## src/rtl/atmos_frame_ctrl_if.sv

```systemverilog
// Video-stream and host-threshold bus of the atmospheric-light frame controller.
// The source (video pipe + host) uses the master side and the controller uses the slave side.
interface atmos_frame_ctrl_if;
  logic [7:0] i_dark;
  logic       i_vsync;
  logic       i_de;
  logic       cfg_valid;
  logic [7:0] cfg_thre;
  logic       cfg_ready;

  modport master (
    output i_dark, i_vsync, i_de, cfg_valid, cfg_thre,
    input  cfg_ready
  );

  modport slave (
    input  i_dark, i_vsync, i_de, cfg_valid, cfg_thre,
    output cfg_ready
  );
endinterface

```

## src/rtl/atmos_frame_ctrl.sv

```systemverilog
// Frame-level controller for the transmittance stage.
// It tracks the per-frame dark-channel maximum and smooths it into the atmospheric light A.
// It derives the scaling-table index K_sel from A.
// A, K_sel and t0 are published together, once per accepted frame.
module atmos_frame_ctrl #(
  parameter int unsigned ALPHA_SHIFT = 32'd2,
  parameter int unsigned INIT_A      = 32'd200,
  parameter int unsigned INIT_THRE   = 32'd26,
  parameter int unsigned MIN_PIXELS  = 32'd1024,
  parameter int unsigned TIMEOUT     = 32'd4194304
) (
  input  logic                 pixelclk,
  input  logic                 reset_n,
  atmos_frame_ctrl_if.slave    bus,
  output logic [7:0]           o_atmos,
  output logic [3:0]           o_k_sel,
  output logic [7:0]           o_thre,
  output logic                 o_cfg_update,
  output logic                 o_frame_err,
  output logic                 o_locked,
  output logic                 o_timeout
);

  localparam int unsigned      WD_W        = $clog2(TIMEOUT + 32'd1);
  localparam logic [WD_W-1:0]  TIMEOUT_C   = WD_W'(TIMEOUT);
  localparam logic [7:0]       INIT_A_C    = 8'(INIT_A);
  localparam logic [7:0]       INIT_THRE_C = 8'(INIT_THRE);
  localparam logic [23:0]      MIN_PIX_C   = 24'(MIN_PIXELS);
  localparam logic [23:0]      PIX_SAT_C   = 24'hFF_FFFF;

  // Scaling-table index: brighter atmosphere selects a lower index.
  function automatic logic [3:0] k_index(input logic [7:0] a);
    logic [3:0] k;
    if      (a > 8'd240) k = 4'd0;
    else if (a > 8'd230) k = 4'd1;
    else if (a > 8'd220) k = 4'd2;
    else if (a > 8'd210) k = 4'd3;
    else if (a > 8'd200) k = 4'd4;
    else if (a > 8'd190) k = 4'd5;
    else if (a > 8'd180) k = 4'd6;
    else if (a > 8'd170) k = 4'd7;
    else if (a > 8'd160) k = 4'd8;
    else                 k = 4'd9;
    return k;
  endfunction

  // One IIR step. The arithmetic shift rounds toward -inf, and the result is clamped to 8 bits.
  function automatic logic [7:0] iir_step(input logic [7:0] a, input logic [7:0] fm);
    logic signed [8:0] diff;
    logic signed [8:0] step;
    logic signed [9:0] sum;
    logic [7:0]        res;
    diff = $signed({1'b0, fm}) - $signed({1'b0, a});
    step = diff >>> ALPHA_SHIFT;
    sum  = $signed({2'b00, a}) + $signed({step[8], step});
    if (sum < 10'sd0)        res = 8'd0;
    else if (sum > 10'sd255) res = 8'hFF;
    else                     res = sum[7:0];
    return res;
  endfunction

  localparam logic [3:0] INIT_K_C = k_index(INIT_A_C);

  typedef enum logic [1:0] {ST_WAIT, ST_ACTIVE, ST_UPDATE, ST_APPLY} state_t;

  state_t           state_q, state_d;
  logic [7:0]       dark_q;
  logic             vs_q, vs_dly_q, de_q;
  logic [7:0]       run_max_q, run_max_d;
  logic [23:0]      pix_cnt_q, pix_cnt_d;
  logic [7:0]       frame_max_q, frame_max_d;
  logic [23:0]      frame_cnt_q, frame_cnt_d;
  logic [7:0]       a_next_q, a_next_d;
  logic [3:0]       k_next_q, k_next_d;
  logic [7:0]       atmos_q, atmos_d;
  logic [3:0]       k_sel_q, k_sel_d;
  logic [7:0]       thre_q, thre_d;
  logic             upd_q, upd_d;
  logic             ferr_q, ferr_d;
  logic             locked_q, locked_d;
  logic             timeout_q, timeout_d;
  logic [WD_W-1:0]  wd_cnt_q, wd_cnt_d;
  logic [7:0]       pend_q, pend_d;
  logic             pend_full_q, pend_full_d;
  logic             ready_q, ready_d;

  logic             vs_edge_s, frame_ok_s, accept_s;
  logic             snap_s, calc_s, err_s, apply_s;
  logic [7:0]       pix_max_s, a_calc_s;
  logic [23:0]      pix_cnt_inc_s;

  assign vs_edge_s  = vs_q & ~vs_dly_q;
  assign frame_ok_s = (frame_cnt_q >= MIN_PIX_C);
  assign accept_s   = bus.cfg_valid & ready_q;

  // FSM state register.
  always_ff @(posedge pixelclk or negedge reset_n) begin
    if (!reset_n) state_q <= ST_WAIT;
    else          state_q <= state_d;
  end

  // FSM next state: an edge in UPDATE/APPLY never re-enters UPDATE.
  always_comb begin
    state_d = state_q;
    case (state_q)
      ST_WAIT:   state_d = vs_edge_s ? ST_ACTIVE : ST_WAIT;
      ST_ACTIVE: state_d = vs_edge_s ? ST_UPDATE : ST_ACTIVE;
      ST_UPDATE: state_d = frame_ok_s ? ST_APPLY : ST_ACTIVE;
      ST_APPLY:  state_d = ST_ACTIVE;
      default:   state_d = ST_WAIT;
    endcase
  end

  // FSM outputs: snapshot, compute, reject and publish strobes.
  always_comb begin
    snap_s  = 1'b0;
    calc_s  = 1'b0;
    err_s   = 1'b0;
    apply_s = 1'b0;
    case (state_q)
      ST_WAIT:   snap_s = 1'b0;
      ST_ACTIVE: snap_s = vs_edge_s;
      ST_UPDATE: begin
        snap_s = vs_edge_s;
        calc_s = frame_ok_s;
        err_s  = ~frame_ok_s;
      end
      ST_APPLY: begin
        snap_s  = vs_edge_s;
        apply_s = 1'b1;
      end
      default: snap_s = 1'b0;
    endcase
  end

  // Datapath next state: statistics, A computation, publishing, host pending slot, watchdog.
  always_comb begin
    // The pixel sampled in the edge cycle still belongs to the ending frame.
    pix_max_s     = (de_q && (dark_q > run_max_q)) ? dark_q : run_max_q;
    pix_cnt_inc_s = (de_q && (pix_cnt_q != PIX_SAT_C)) ? (pix_cnt_q + 24'd1) : pix_cnt_q;
    a_calc_s      = locked_q ? iir_step(atmos_q, frame_max_q) : frame_max_q;

    if (vs_edge_s) begin
      run_max_d = 8'd0;
      pix_cnt_d = 24'd0;
    end else begin
      run_max_d = pix_max_s;
      pix_cnt_d = pix_cnt_inc_s;
    end

    if (snap_s) begin
      frame_max_d = pix_max_s;
      frame_cnt_d = pix_cnt_inc_s;
    end else begin
      frame_max_d = frame_max_q;
      frame_cnt_d = frame_cnt_q;
    end

    if (calc_s) begin
      a_next_d = a_calc_s;
      k_next_d = k_index(a_calc_s);
    end else begin
      a_next_d = a_next_q;
      k_next_d = k_next_q;
    end

    if (apply_s) begin
      atmos_d  = a_next_q;
      k_sel_d  = k_next_q;
      thre_d   = pend_full_q ? pend_q : thre_q;
      upd_d    = 1'b1;
      locked_d = 1'b1;
    end else begin
      atmos_d  = atmos_q;
      k_sel_d  = k_sel_q;
      thre_d   = thre_q;
      upd_d    = 1'b0;
      locked_d = locked_q;
    end
    ferr_d = err_s;

    // A write accepted during APPLY stays pending, because the slot was empty when APPLY read it.
    if (apply_s && pend_full_q) begin
      pend_full_d = 1'b0;
    end else if (accept_s) begin
      pend_full_d = 1'b1;
    end else begin
      pend_full_d = pend_full_q;
    end
    pend_d  = accept_s ? bus.cfg_thre : pend_q;
    ready_d = ~pend_full_d;

    if (vs_edge_s) begin
      wd_cnt_d  = {WD_W{1'b0}};
      timeout_d = 1'b0;
    end else if (wd_cnt_q == TIMEOUT_C) begin
      wd_cnt_d  = wd_cnt_q;
      timeout_d = 1'b1;
    end else begin
      wd_cnt_d  = wd_cnt_q + {{(WD_W-1){1'b0}}, 1'b1};
      timeout_d = timeout_q | (wd_cnt_d == TIMEOUT_C);
    end
  end

  // Input sampling and all datapath/output registers.
  always_ff @(posedge pixelclk or negedge reset_n) begin
    if (!reset_n) begin
      dark_q      <= 8'd0;
      vs_q        <= 1'b0;
      vs_dly_q    <= 1'b0;
      de_q        <= 1'b0;
      run_max_q   <= 8'd0;
      pix_cnt_q   <= 24'd0;
      frame_max_q <= 8'd0;
      frame_cnt_q <= 24'd0;
      a_next_q    <= INIT_A_C;
      k_next_q    <= INIT_K_C;
      atmos_q     <= INIT_A_C;
      k_sel_q     <= INIT_K_C;
      thre_q      <= INIT_THRE_C;
      upd_q       <= 1'b0;
      ferr_q      <= 1'b0;
      locked_q    <= 1'b0;
      timeout_q   <= 1'b0;
      wd_cnt_q    <= {WD_W{1'b0}};
      pend_q      <= 8'd0;
      pend_full_q <= 1'b0;
      ready_q     <= 1'b1;
    end else begin
      dark_q      <= bus.i_dark;
      vs_q        <= bus.i_vsync;
      vs_dly_q    <= vs_q;
      de_q        <= bus.i_de;
      run_max_q   <= run_max_d;
      pix_cnt_q   <= pix_cnt_d;
      frame_max_q <= frame_max_d;
      frame_cnt_q <= frame_cnt_d;
      a_next_q    <= a_next_d;
      k_next_q    <= k_next_d;
      atmos_q     <= atmos_d;
      k_sel_q     <= k_sel_d;
      thre_q      <= thre_d;
      upd_q       <= upd_d;
      ferr_q      <= ferr_d;
      locked_q    <= locked_d;
      timeout_q   <= timeout_d;
      wd_cnt_q    <= wd_cnt_d;
      pend_q      <= pend_d;
      pend_full_q <= pend_full_d;
      ready_q     <= ready_d;
    end
  end

  assign bus.cfg_ready = ready_q;
  assign o_atmos       = atmos_q;
  assign o_k_sel       = k_sel_q;
  assign o_thre        = thre_q;
  assign o_cfg_update  = upd_q;
  assign o_frame_err   = ferr_q;
  assign o_locked      = locked_q;
  assign o_timeout     = timeout_q;

endmodule

```

## src/flat_wrapper.sv

```systemverilog
// flat-port wrapper written by rule: the top's interface ports become plain ports
module atmos_frame_ctrl_flat 
#(
  parameter int unsigned ALPHA_SHIFT = 32'd2,
  parameter int unsigned INIT_A      = 32'd200,
  parameter int unsigned INIT_THRE   = 32'd26,
  parameter int unsigned MIN_PIXELS  = 32'd1024,
  parameter int unsigned TIMEOUT     = 32'd4194304
)
  (pixelclk, reset_n, o_atmos, o_k_sel, o_thre, o_cfg_update, o_frame_err, o_locked, o_timeout, bus_i_dark, bus_i_vsync, bus_i_de, bus_cfg_valid, bus_cfg_thre, bus_cfg_ready);
  atmos_frame_ctrl_if bus_i ();
  input  logic pixelclk;
  input  logic reset_n;
  output logic [7:0] o_atmos;
  output logic [3:0] o_k_sel;
  output logic [7:0] o_thre;
  output logic o_cfg_update;
  output logic o_frame_err;
  output logic o_locked;
  output logic o_timeout;
  input wire logic [$bits(bus_i.i_dark)-1:0] bus_i_dark;
  input wire logic [$bits(bus_i.i_vsync)-1:0] bus_i_vsync;
  input wire logic [$bits(bus_i.i_de)-1:0] bus_i_de;
  input wire logic [$bits(bus_i.cfg_valid)-1:0] bus_cfg_valid;
  input wire logic [$bits(bus_i.cfg_thre)-1:0] bus_cfg_thre;
  output wire logic [$bits(bus_i.cfg_ready)-1:0] bus_cfg_ready;
  assign bus_i.i_dark = bus_i_dark;
  assign bus_i.i_vsync = bus_i_vsync;
  assign bus_i.i_de = bus_i_de;
  assign bus_i.cfg_valid = bus_cfg_valid;
  assign bus_i.cfg_thre = bus_cfg_thre;
  assign bus_cfg_ready = bus_i.cfg_ready;
  atmos_frame_ctrl #(.ALPHA_SHIFT(ALPHA_SHIFT), .INIT_A(INIT_A), .INIT_THRE(INIT_THRE), .MIN_PIXELS(MIN_PIXELS), .TIMEOUT(TIMEOUT)) u_core (.pixelclk(pixelclk), .reset_n(reset_n), .bus(bus_i), .o_atmos(o_atmos), .o_k_sel(o_k_sel), .o_thre(o_thre), .o_cfg_update(o_cfg_update), .o_frame_err(o_frame_err), .o_locked(o_locked), .o_timeout(o_timeout));
endmodule
```

## config.mk

```make
export PLATFORM = sky130hd
export DESIGN_NAME = atmos_frame_ctrl_flat
export DESIGN_NICKNAME = d
export VERILOG_FILES = /design/src/rtl/atmos_frame_ctrl_if.sv /design/src/rtl/atmos_frame_ctrl.sv /design/src/flat_wrapper.sv
export SDC_FILE = /design/constraint.sdc
export NUM_CORES = 1
export LEC_CHECK = 0
export CORE_MARGIN = 2
export CORE_UTILIZATION = 50
export CTS_CLUSTER_SIZE = 28
export DETAILED_ROUTE_END_ITERATION = 7
export GPL_TIMING_DRIVEN = 0
export PLACE_DENSITY_LB_ADDON = 0.1
export SLEW_MARGIN = 20
export SYNTH_ARGS = -nofsm -noshare
export SYNTH_HDL_FRONTEND = slang
export SYNTH_SLANG_ARGS = --single-unit
```

## constraint.sdc

```tcl
create_clock -name pixelclk -period 5 [get_ports pixelclk]
set_clock_uncertainty 0.05 [all_clocks]
set_input_delay 0.75 -clock pixelclk [delete_from_list [all_inputs] [get_ports pixelclk]]
set_output_delay 0.75 -clock pixelclk [all_outputs]
set_load 0.02 [all_outputs]
```

**After elaboration in Yosys (flattened, before gate mapping)**

Index checks and enable logic that the tools add are counted.

- Memories kept: 0
- Output and inout port bits: 25
- Memory bits (writable): 0
- Bits in latches: 0
- Bits in read-only memories: 0
- Flip-flop bits (word level): 146

- Shifts and indexed selects: 0
- $mul: 0
- Add/subtract/negate cells: 4
- Magnitude comparators: 13
- Equality and inequality tests: 7
- Reduce and logical (&&, ||, !) cells: 6
- Divide/modulo/power cells: 0
- Bitwise logic cells: 6
- Muxes and demuxes: 31

Operators by type and width:

| cell | number |
|---|---|
| > comparator 8 bit, second input constant | 9 |
| 2-to-1 mux 24 bit | 2 |
| equality test 23 bit, second input constant | 2 |
| 2-to-1 mux 23 bit | 2 |
| 2-to-1 mux 8 bit | 5 |
| 2-to-1 mux 4 bit | 8 |
| adder 24 x 1 -> 24 bit, second input constant | 1 |
| greater-or-equal comparator 24 x 11 -> 1 bit, second input constant | 1 |
| != test 24 bit, second input constant | 1 |
| adder 23 x 1 -> 23 bit, second input constant | 1 |
| adder 9 x 7 -> 10 bit | 1 |
| > comparator 10 x 9 -> 1 bit, second input constant | 1 |
| less-than comparator 10 x 1 -> 1 bit, second input constant | 1 |
| 2-to-1 mux 1 bit | 10 |
| subtractor 8 x 8 -> 9 bit | 1 |
| > comparator 8 bit | 1 |
| one-hot mux 2 bit (4 select lines) | 1 |
| equality test 2 bit, second input constant | 2 |
| 2-to-1 mux 2 bit | 2 |
| logical AND 1 bit | 3 |
| NOT 1 bit | 3 |
| OR reduction 3 bit | 1 |
| bitwise AND 1 bit | 2 |
| equality test 2 x 1 -> 1 bit, second input constant | 1 |
| 5 further kinds | 5 |

**Depth between registers and ports, before layout**

Gate-level depths: netlist of run 1.

- Word-level depth: 16
- Gate-level depth with buffers: 23
- Gate-level depth less buffers: 22

**Worst setup path after synthesis of run 1**

No wires, ideal clock.

- Path type: flip-flop to flip-flop
- From: reg u_core.atmos_q[1] (netlist: u_core.o_atmos[1])
- To: reg u_core.k_next_q[3]
- Setup slack: 440 ps
- Data required time: 4829 ps
- Cell stages (with the launch flop): 23
- Setup time: 121 ps
- Path buffers: 1
- Arrival time: 4389 ps
- Path through: dfrtp_1 inv_1 ha_1 a2111o_1 and2_1 a21oi_1 nor2b_1 nor2_1 nor2b_1 nor2_1 xnor2_1 ha_1 nand2_1 a2111o_1 nand3_2 and3_4 o21ai_2 buf_6 o21a_4 and3_4 a2111oi_4 o21bai_2 a22o_1

- Cells in the longest elaborated chain, start to end: 15
- Elaborated cells between the ends (all ways): 23

Ends and longest elaborated chain:

| element | RTL line | text |
|---|---|---|
| start, declared | atmos_frame_ctrl.sv:75 | `logic [7:0] atmos_q, atmos_d;` |
| start signal, assigned | atmos_frame_ctrl.sv:240 | `atmos_q <= atmos_d;` |
| subtractor 8 x 8 -> 9 bit | atmos_frame_ctrl.sv:53 | `diff = $signed({1'b0, fm}) - $signed({1'b0, a});` |
| adder 9 x 7 -> 10 bit * | atmos_frame_ctrl.sv:55 | `sum = $signed({2'b00, a}) + $signed({step[8], step});` |
| > comparator 10 x 9 -> 1 bit | atmos_frame_ctrl.sv:57 | `else if (sum > 10'sd255) res = 8'hFF;` |
| 2-to-1 mux 8 bit | atmos_frame_ctrl.sv:57 |  |
| 2-to-1 mux 8 bit * | atmos_frame_ctrl.sv:56 | `if (sum < 10'sd0) res = 8'd0;` |
| 2-to-1 mux 8 bit * | atmos_frame_ctrl.sv:141 | `a_calc_s = locked_q ? iir_step(atmos_q, frame_max_q) : frame_max_q;` |
| > comparator 8 bit | atmos_frame_ctrl.sv:41 | `else if (a > 8'd170) k = 4'd7;` |
| 2-to-1 mux 4 bit | atmos_frame_ctrl.sv:41 |  |
| 2-to-1 mux 4 bit | atmos_frame_ctrl.sv:40 | `else if (a > 8'd180) k = 4'd6;` |
| 2-to-1 mux 4 bit | atmos_frame_ctrl.sv:39 | `else if (a > 8'd190) k = 4'd5;` |
| 2-to-1 mux 4 bit | atmos_frame_ctrl.sv:38 | `else if (a > 8'd200) k = 4'd4;` |
| 2-to-1 mux 4 bit | atmos_frame_ctrl.sv:37 | `else if (a > 8'd210) k = 4'd3;` |
| 2-to-1 mux 4 bit | atmos_frame_ctrl.sv:36 | `else if (a > 8'd220) k = 4'd2;` |
| 2-to-1 mux 4 bit | atmos_frame_ctrl.sv:35 | `else if (a > 8'd230) k = 4'd1;` |
| 2-to-1 mux 4 bit * | atmos_frame_ctrl.sv:34 | `if (a > 8'd240) k = 4'd0;` |
| end signal, assigned | atmos_frame_ctrl.sv:239 | `k_next_q <= k_next_d;` |
| end, declared | atmos_frame_ctrl.sv:74 | `logic [3:0] k_next_q, k_next_d;` |

Mark *: on every way between the ends. The rest lies on a longest branch, timed or not.
A chain may end at the register's enable or synchronous reset.

**Worst setup path after layout of run 1**

- From: reg u_core.frame_max_q[1]
- To: reg u_core.k_next_q[0]

- Cells in the longest elaborated chain, start to end: 16
- Elaborated cells between the ends (all ways): 25

Ends and longest elaborated chain:

| element | RTL line | text |
|---|---|---|
| start, declared | atmos_frame_ctrl.sv:71 | `logic [7:0] frame_max_q, frame_max_d;` |
| start signal, assigned | atmos_frame_ctrl.sv:236 | `frame_max_q <= frame_max_d;` |
| subtractor 8 x 8 -> 9 bit | atmos_frame_ctrl.sv:53 |  |
| adder 9 x 7 -> 10 bit | atmos_frame_ctrl.sv:55 |  |
| > comparator 10 x 9 -> 1 bit | atmos_frame_ctrl.sv:57 |  |
| 2-to-1 mux 8 bit | atmos_frame_ctrl.sv:57 |  |
| 2-to-1 mux 8 bit | atmos_frame_ctrl.sv:56 |  |
| 2-to-1 mux 8 bit * | atmos_frame_ctrl.sv:141 |  |
| > comparator 8 bit | atmos_frame_ctrl.sv:42 | `else if (a > 8'd160) k = 4'd8;` |
| 2-to-1 mux 1 bit | atmos_frame_ctrl.sv:42 |  |
| 2-to-1 mux 4 bit | atmos_frame_ctrl.sv:41 |  |
| 2-to-1 mux 4 bit | atmos_frame_ctrl.sv:40 |  |
| 2-to-1 mux 4 bit | atmos_frame_ctrl.sv:39 |  |
| 2-to-1 mux 4 bit | atmos_frame_ctrl.sv:38 |  |
| 2-to-1 mux 4 bit | atmos_frame_ctrl.sv:37 |  |
| 2-to-1 mux 4 bit | atmos_frame_ctrl.sv:36 |  |
| 2-to-1 mux 4 bit | atmos_frame_ctrl.sv:35 |  |
| 2-to-1 mux 4 bit * | atmos_frame_ctrl.sv:34 |  |

Marks and branches as above.

==> metrics.yaml, run 1 <==
crit_required_ns: 5.30
syn_area_mm2: 0.00707
async_flop_share_pct: 100
timing.fmax_ghz: 0.211
drcViolationCount: 0
ant_nets: 0
wirelength_mm: 15.3
max_slew_margin_pct: 38.5
dp.cells: 930
antenna_cells: 0
seq_area_frac_synth_pct: 48.4
die_h_um: 123
hold_class: "input port to async pin"
vias: 5285
wl_per_cell_um: 15.9
firstDrtPassIters: 4
synthesis.nets: 755
cts_tree: "built"
start_util_pct: 51.1
dp.final_hpwl_mm: 11.0
syn_area_per_cell_um2: 10.0
rows: 43
root_buffer: "clkbuf_16"
layout.nets: 820
cellLeakagePower_nw: 3.70
grtUsageTotal_pct: 21.8
port_buffers: 45
status: "finished, final reports clean"
crit_buf_inv: 1
layout-drive-gt1-share_pct: 12.9
power_density_mw_per_mm2: 496
finalInstanceArea_mm2: 0.00843
place_area_mm2: 0.00777
area_growth_pct: 19.4
final_common_cell: "dfrtp_1"
routed_via_density: 5.49
cp_cell_sequence: "ha_1 > a2111o_1 > and2_1 > a21oi_1 > nor2b_1 > nor2_1 > nor2b_1 > nor2_1 > xnor2_1 > ha_1 > nand2_1 > a2111o_1 > nand3_4 > a21oi_1 > o21ai_2 > buf_6 > a22oi_1 > maj3_2 > and3b_1 > a211o_1 > o21ai_1"
yosys_warnings: 0
slew_violations: 0
synth_edf_count: 0
grt_pass1_vias: 5328
routabilityCongestion: 0.853
grt_start_max_net_pins: 83
finalSetupTns_ns: 0
setup_viol: 0
coreArea_mm2: 0.0138
clock_sinks: 136
dieArea_mm2: 0.0151
crit_path_top_delay_cell: "dfrtp_1"
grt_first_pass_wirelength_mm: 25.6
htreeDepth: 4
synth_cell_types: 73
cp-start-kind: "register"
path_max_fanout: 10
clockBufferDepth: 2
vdd_drop_max_uv: 236
die_w_um: 123
criticalPathCategory: "register to register"
layout_common_cells: "dfrtp_1, nor2_1, nand2_1, clkdlybuf4s50_1, o21ai_0"
max-cap-violations: 0
ctsHoldBuffers: 0
grt-ovfl-total: 0
ys_ff_latch: 136
hold_viol_final: 0
final.min_clock_period_ns: 4.73
ioPinCount: 46
rsz0062_at_grt: "yes"
layoutNonFillerInstCount: 962
antenna_found_initial: 0
synth_cells: 704
dp_slack_ns: 0.158
crit_family: "compound AO/OA/AOI/OAI gates"
period_share_pct: 94.7
cts.clk_slew.worst_paths_ns: 0.06
setup_slack_ns: 0.266
max_stage_delay_ns: 0.46
worstSetupEndpointType: "register"
critPathArrivalTime_ns: 5.03
clk_latency_ns: 0.42
drt_iter0_drc: 293
worstMarginPinSlew_ns: 0.914
cts_buffers: 17
synth_ff_type: "dfrtp_1"
-- cells by family after synthesis --
family	synth area share (%)
buffers and inverters	2.80
muxes	5.21
adders and majority gates	5.58
xor gates and xnor gates	7.33
and+or+nand+nor	18.8
AOI/OAI and AO/OA	11.8
DFF	48.4
-- layout make-up --
cell class	count	area (um2)
Inverter	29	109
Multi-Input combinational cell	519	3490
Sequential cell	136	3420
Clock buffer	18	439
Fill cell	1140	5390
Buffer	20	88.8
Timing Repair Buffer	46	483
Tap cell	180	225
Clock inverter	14	174
-- metrics by stage --
stage	utilization (%)	power (W)	hold slack, ns
3_5_place_dp	56.2	0.00284	0.313
3_3_place_gp	56.0	0.00279	0.305
5_1_grt	61.0	0.00443	0.207
2_1_floorplan	-	0.00245	0.297
4_1_cts	60.7	0.00415	0.193
6_report	61.0	0.00418	0.179
-- what timing repair did --
action | in CTS | in global routing
endpoints found under the hold margin | 0 | 0
setup endpoints to repair | 0 | 4
buffers inserted | 0 | 0
gates resized for setup | 0 | 8
-- metal layers --
layer | part of all wire (%) | GRT usage (%) | vias up | routed length (um)
met5 | 0 | 0 | - | 0
met4 | 2.6 | 9.48 | 0 | 397
met3 | 2.7 | 4.14 | 31 | 412
met2 | 48 | 36.0 | 100 | 7360
met1 | 46 | 27.9 | 2579 | 7080
li1 | - | - | 2575 | -
-- where the power goes --
| group | leakage, nW | switching, W | internal, W |
|---|---|---|---|
| Clock | 0.289 | 0.000492 | 0.000800 |
| Sequential | 1.76 | 0.000106 | 0.00125 |
| Combinational | 1.66 | 0.000843 | 0.000687 |
-- state kept, by name (all words and copies together), names as in the netlist, 2 cells and up --
register / cells
u_core.o_thre: 8
u_core.wd_cnt_q: 23
u_core.frame_max_q: 8
u_core.pix_cnt_q: 24
u_core.a_next_q: 8
u_core.dark_q: 8
u_core.o_atmos: 8
u_core.state_q: 2
u_core.o_k_sel: 4
u_core.run_max_q: 8
u_core.k_next_q: 4
u_core.pend_q: 8
u_core.frame_cnt_q: 14
-- cell usage after synthesis, drive strengths merged, types with 13 or more instances --
master	n	area share, %
dfrtp	122	43
inv	27	1.4
dfstp	14	5.2
o21ai	54	3.9
nor2	87	4.6
nand2	79	4.2
nor2b	15	1.3
clkbuf	16	0.85
xnor2	25	3.4
nand4	13	1.2
nand3	24	1.8
ha	29	5.1
mux2	22	3.5
a21oi	19	1.3
xor2	32	4.0
-- worst paths after layout --
check	cells past startpoint	startpoint	slack (ns)	to
max	21	u_core.frame_max_q[1]	0.27	u_core.k_next_q[0]
min	1	reset_n	0.18	u_core.o_atmos[4]
min reg2reg	0	u_core.vs_q	0.32	u_core.vs_dly_q
max reg2reg	21	u_core.frame_max_q[1]	0.27	u_core.k_next_q[0]
max in group asynchronous	2	reset_n	3.96	u_core.a_next_q[6]
min in group pixelclk	0	u_core.vs_q	0.32	u_core.vs_dly_q
Note: power is estimated with default switching activity, not from simulation.
==> run 2, diff against run 1 <==
- CORE_MARGIN: 2 -> 5
==> run 2 against run 1 <==
Total power shrank 4.3%; clock power shrank 10%; sequential power is essentially flat; count of clock-buffer cells in the layout grew 3; cell area shrank 1.2%; critical path depth grew 1; combinational power shrank 3%; first-iteration DRC count shrank 8.2%; via count shrank 0.68%; highest routed layer unchanged.
==> metrics.yaml, run 2 (synthesized netlist as in run 1, its figures left out) <==
cts_tree: "built"  # unchanged
dp.cells: 930  # unchanged
antenna_cells: 0  # unchanged
rows: 43  # unchanged
max_stage_delay_ns: 0.40  # was 0.46 ns
final.min_clock_period_ns: 4.73  # about the same
ctsHoldBuffers: 0  # unchanged
vias: 5249  # was 5,285
firstDrtPassIters: 4  # unchanged
final_util_pct: 60.1  # was 61.0%
cp-start-kind: "register"  # unchanged
rsz0062_at_grt: "no"  # was yes
grt-ovfl-total: 0  # unchanged
dp.final_hpwl_mm: 11.0  # about the same
hold_class: "input port to async pin"  # unchanged
comb_power_share_pct: 37.0  # was 36.6%
max-cap-violations: 0  # unchanged
routabilityCongestion: 0.843  # was 0.853
grt_pass1_vias: 5430  # was 5,328
switchingPower_w: 0.00138  # was 0.00144 W
clock_sinks: 136  # unchanged
path_max_fanout: 10  # unchanged
drt_iter0_drc: 269  # was 293
cts_setup_buffers: 0  # unchanged
largest_registers: "u_core.pix_cnt_q (24), u_core.wd_cnt_q (23), u_core.frame_cnt_q (14)"  # unchanged
die_w_um: 129  # was 123 um
layout-drive-gt1-share_pct: 12.1  # was 12.9%
timing.fmax_ghz: 0.211  # about the same
final_common_cell: "dfrtp_1"  # unchanged
period_share_pct: 94.6  # was 94.7%
power_switching_share_pct: 34.6  # was 34.5%
slew_violations: 0  # unchanged
wl_per_cell_um: 15.4  # was 15.9 um
p_int_w: 0.00261  # was 0.00274 W
grtUsageTotal_pct: 19.0  # was 21.8%
r2r-start: "u_core.o_atmos[1]"  # was u_core.frame_max_q[1]
grt_start_max_net_pins: 76  # was 83
cts.clk_slew.worst_paths_ns: 0.06  # about the same
largest_register_ffs: 24  # unchanged
crit_path_top_delay_cell: "dfrtp_2"  # was dfrtp_1
cts_buffers: 17  # unchanged
layout_common_cells: "dfrtp_1, nor2_1, nand2_1, clkdlybuf4s50_1, o21ai_0"  # unchanged
criticalPathCategory: "register to register"  # unchanged
setup_viol: 0  # unchanged
status: "finished, final reports clean"  # unchanged
crit_required_ns: 5.25  # was 5.30 ns
clockBufferDepth: 2  # unchanged
layout.nets: 820  # unchanged
top_register: "u_core.pix_cnt_q"  # unchanged
rr_worst_depth: 22  # was 21
htreeDepth: 4  # unchanged
coreArea_mm2: 0.0139  # was 0.0138 mm2
hold_viol_final: 0  # unchanged
die_h_um: 129  # was 123 um
drcViolationCount: 0  # unchanged
layoutNonFillerInstCount: 962  # unchanged
critPathArrivalTime_ns: 4.98  # was 5.03 ns
worstSetupEndpointType: "register"  # unchanged
ant_nets: 0  # unchanged
reg2reg_to: "u_core.k_next_q[3]"  # was u_core.k_next_q[0]
root_buffer: "clkbuf_16"  # unchanged
wirelength_mm: 14.8  # was 15.3 mm
port_buffers: 45  # unchanged
routed_via_density: 5.46  # was 5.49
r2r_setup_slack_ns: 0.27  # about the same
grt_first_pass_wirelength_mm: 25.4  # was 25.6 mm
max_slew_margin_pct: 36.5  # was 38.5%
antenna_found_initial: 0  # unchanged
fin_total_pwr_w: 0.00400  # was 0.00418 W
cp_cell_sequence: "inv_1 > ha_1 > a2111o_1 > and2_1 > a21oi_2 > nor2b_1 > nor2_1 > nor2b_1 > nor2_1 > xnor2_1 > ha_1 > nand2_1 > a2111o_1 > nand3_2 > and3_4 > o21ai_2 > buf_6 > a2bb2oi_1 > and3_4 > a2111oi_4 > o21bai_2 > a22o_1"  # was ha_1 > a2111o_1 > and2_1 > a21oi_1 > nor2b_1 > nor2_1 > nor2b_1 > nor2_1 > xnor2_1 > ha_1 > nand2_1 > a2111o_1 > nand3_4 > a21oi_1 > o21ai_2 > buf_6 > a22oi_1 > maj3_2 > and3b_1 > a211o_1 > o21ai_1
area_growth_pct: 18.0  # was 19.4%
clk_latency_ns: 0.41  # was 0.42 ns
ctsResizeCount: 0  # unchanged
power_density_mw_per_mm2: 480  # was 496 mW/mm2
cellLeakagePower_nw: 3.68  # was 3.70 nW
pwr-share-clk_pct: 29.1  # was 30.9%
timing.hold.ws_ns: 0.215  # was 0.179 ns
seq_power_share_pct: 33.9  # was 32.5%
start_util_pct: 50.9  # was 51.1%
vdd_drop_max_uv: 282  # was 236 uV
worstMarginPinSlew_ns: 0.944  # was 0.914 ns
ioPinCount: 46  # unchanged
dieArea_mm2: 0.0166  # was 0.0151 mm2
-- run 2: layout make-up --
cell class              instances  area (um2)
plain buffers                  20        88.8
clock buffers                  21         450
clock inverters                11         100
fillers                      1210        5550
inverters                      29         109
multi-input cells             519        3460
flip-flops and latches        136        3420
well taps                     180         225
repair buffers                 46         483
-- run 2: worst max-delay path by stage --
stage	to	slack (ns)	startpoint	cells after the start
after floorplan	u_core.k_next_q[3]	0.44	u_core.o_atmos[1]	22
after global placement	u_core.pix_cnt_q[4]	-2.02	reset_n	1
after detailed placement	u_core.k_next_q[3]	0.22	u_core.o_atmos[1]	22
after CTS	u_core.k_next_q[3]	0.20	u_core.o_atmos[1]	22
after global routing	u_core.k_next_q[3]	0.02	u_core.o_atmos[1]	22
final	u_core.k_next_q[3]	0.27	u_core.o_atmos[1]	22
-- run 2: power groups by stage --
| stage | sequential (W) | clock [W] | combinational [W] |
|---|---|---|---|
| global placement | 0.00136 | 0 | 0.00143 |
| floorplan | 0.00139 | 0 | 0.00106 |
| CTS | 0.00135 | 0.00119 | 0.00147 |
| detailed placement | 0.00137 | 0 | 0.00147 |
| finish | 0.00136 | 0.00116 | 0.00148 |
| global route | 0.00138 | 0.00124 | 0.00163 |
-- run 2: routing by layer --
metal	GRT usage, %	wire [um]	up-vias	share of wire (%)
li1	-	-	2570	-
met5	0	0	-	0
met3	3.49	431	25	2.9
met2	32.7	7590	86	51
met1	23.6	6490	2568	44
met4	7.84	310	0	2.1
-- run 2: metrics by stage --
step | instance area (um2) | setup WS (ns) | setup TNS [ns]
after global placement | 7740 | -2.02 | -250.65
after detailed placement | 7770 | 0.218 | 0
after global routing | 8340 | 0.0238 | 0
after CTS | 8320 | 0.202 | 0
after floorplan | 7070 | 0.440 | 0
final | 8340 | 0.268 | 0
-- run 2: critical path, delay by kind of cell, from the launching register on --
kind	cells	cell delay, ns
AOI/OAI and AO/OA	8	1.86
xor gates and xnor gates	1	0.09
adders and majority gates	2	0.67
buffers and inverters	2	0.22
DFF	1	0.40
and+or+nand+nor	9	1.30
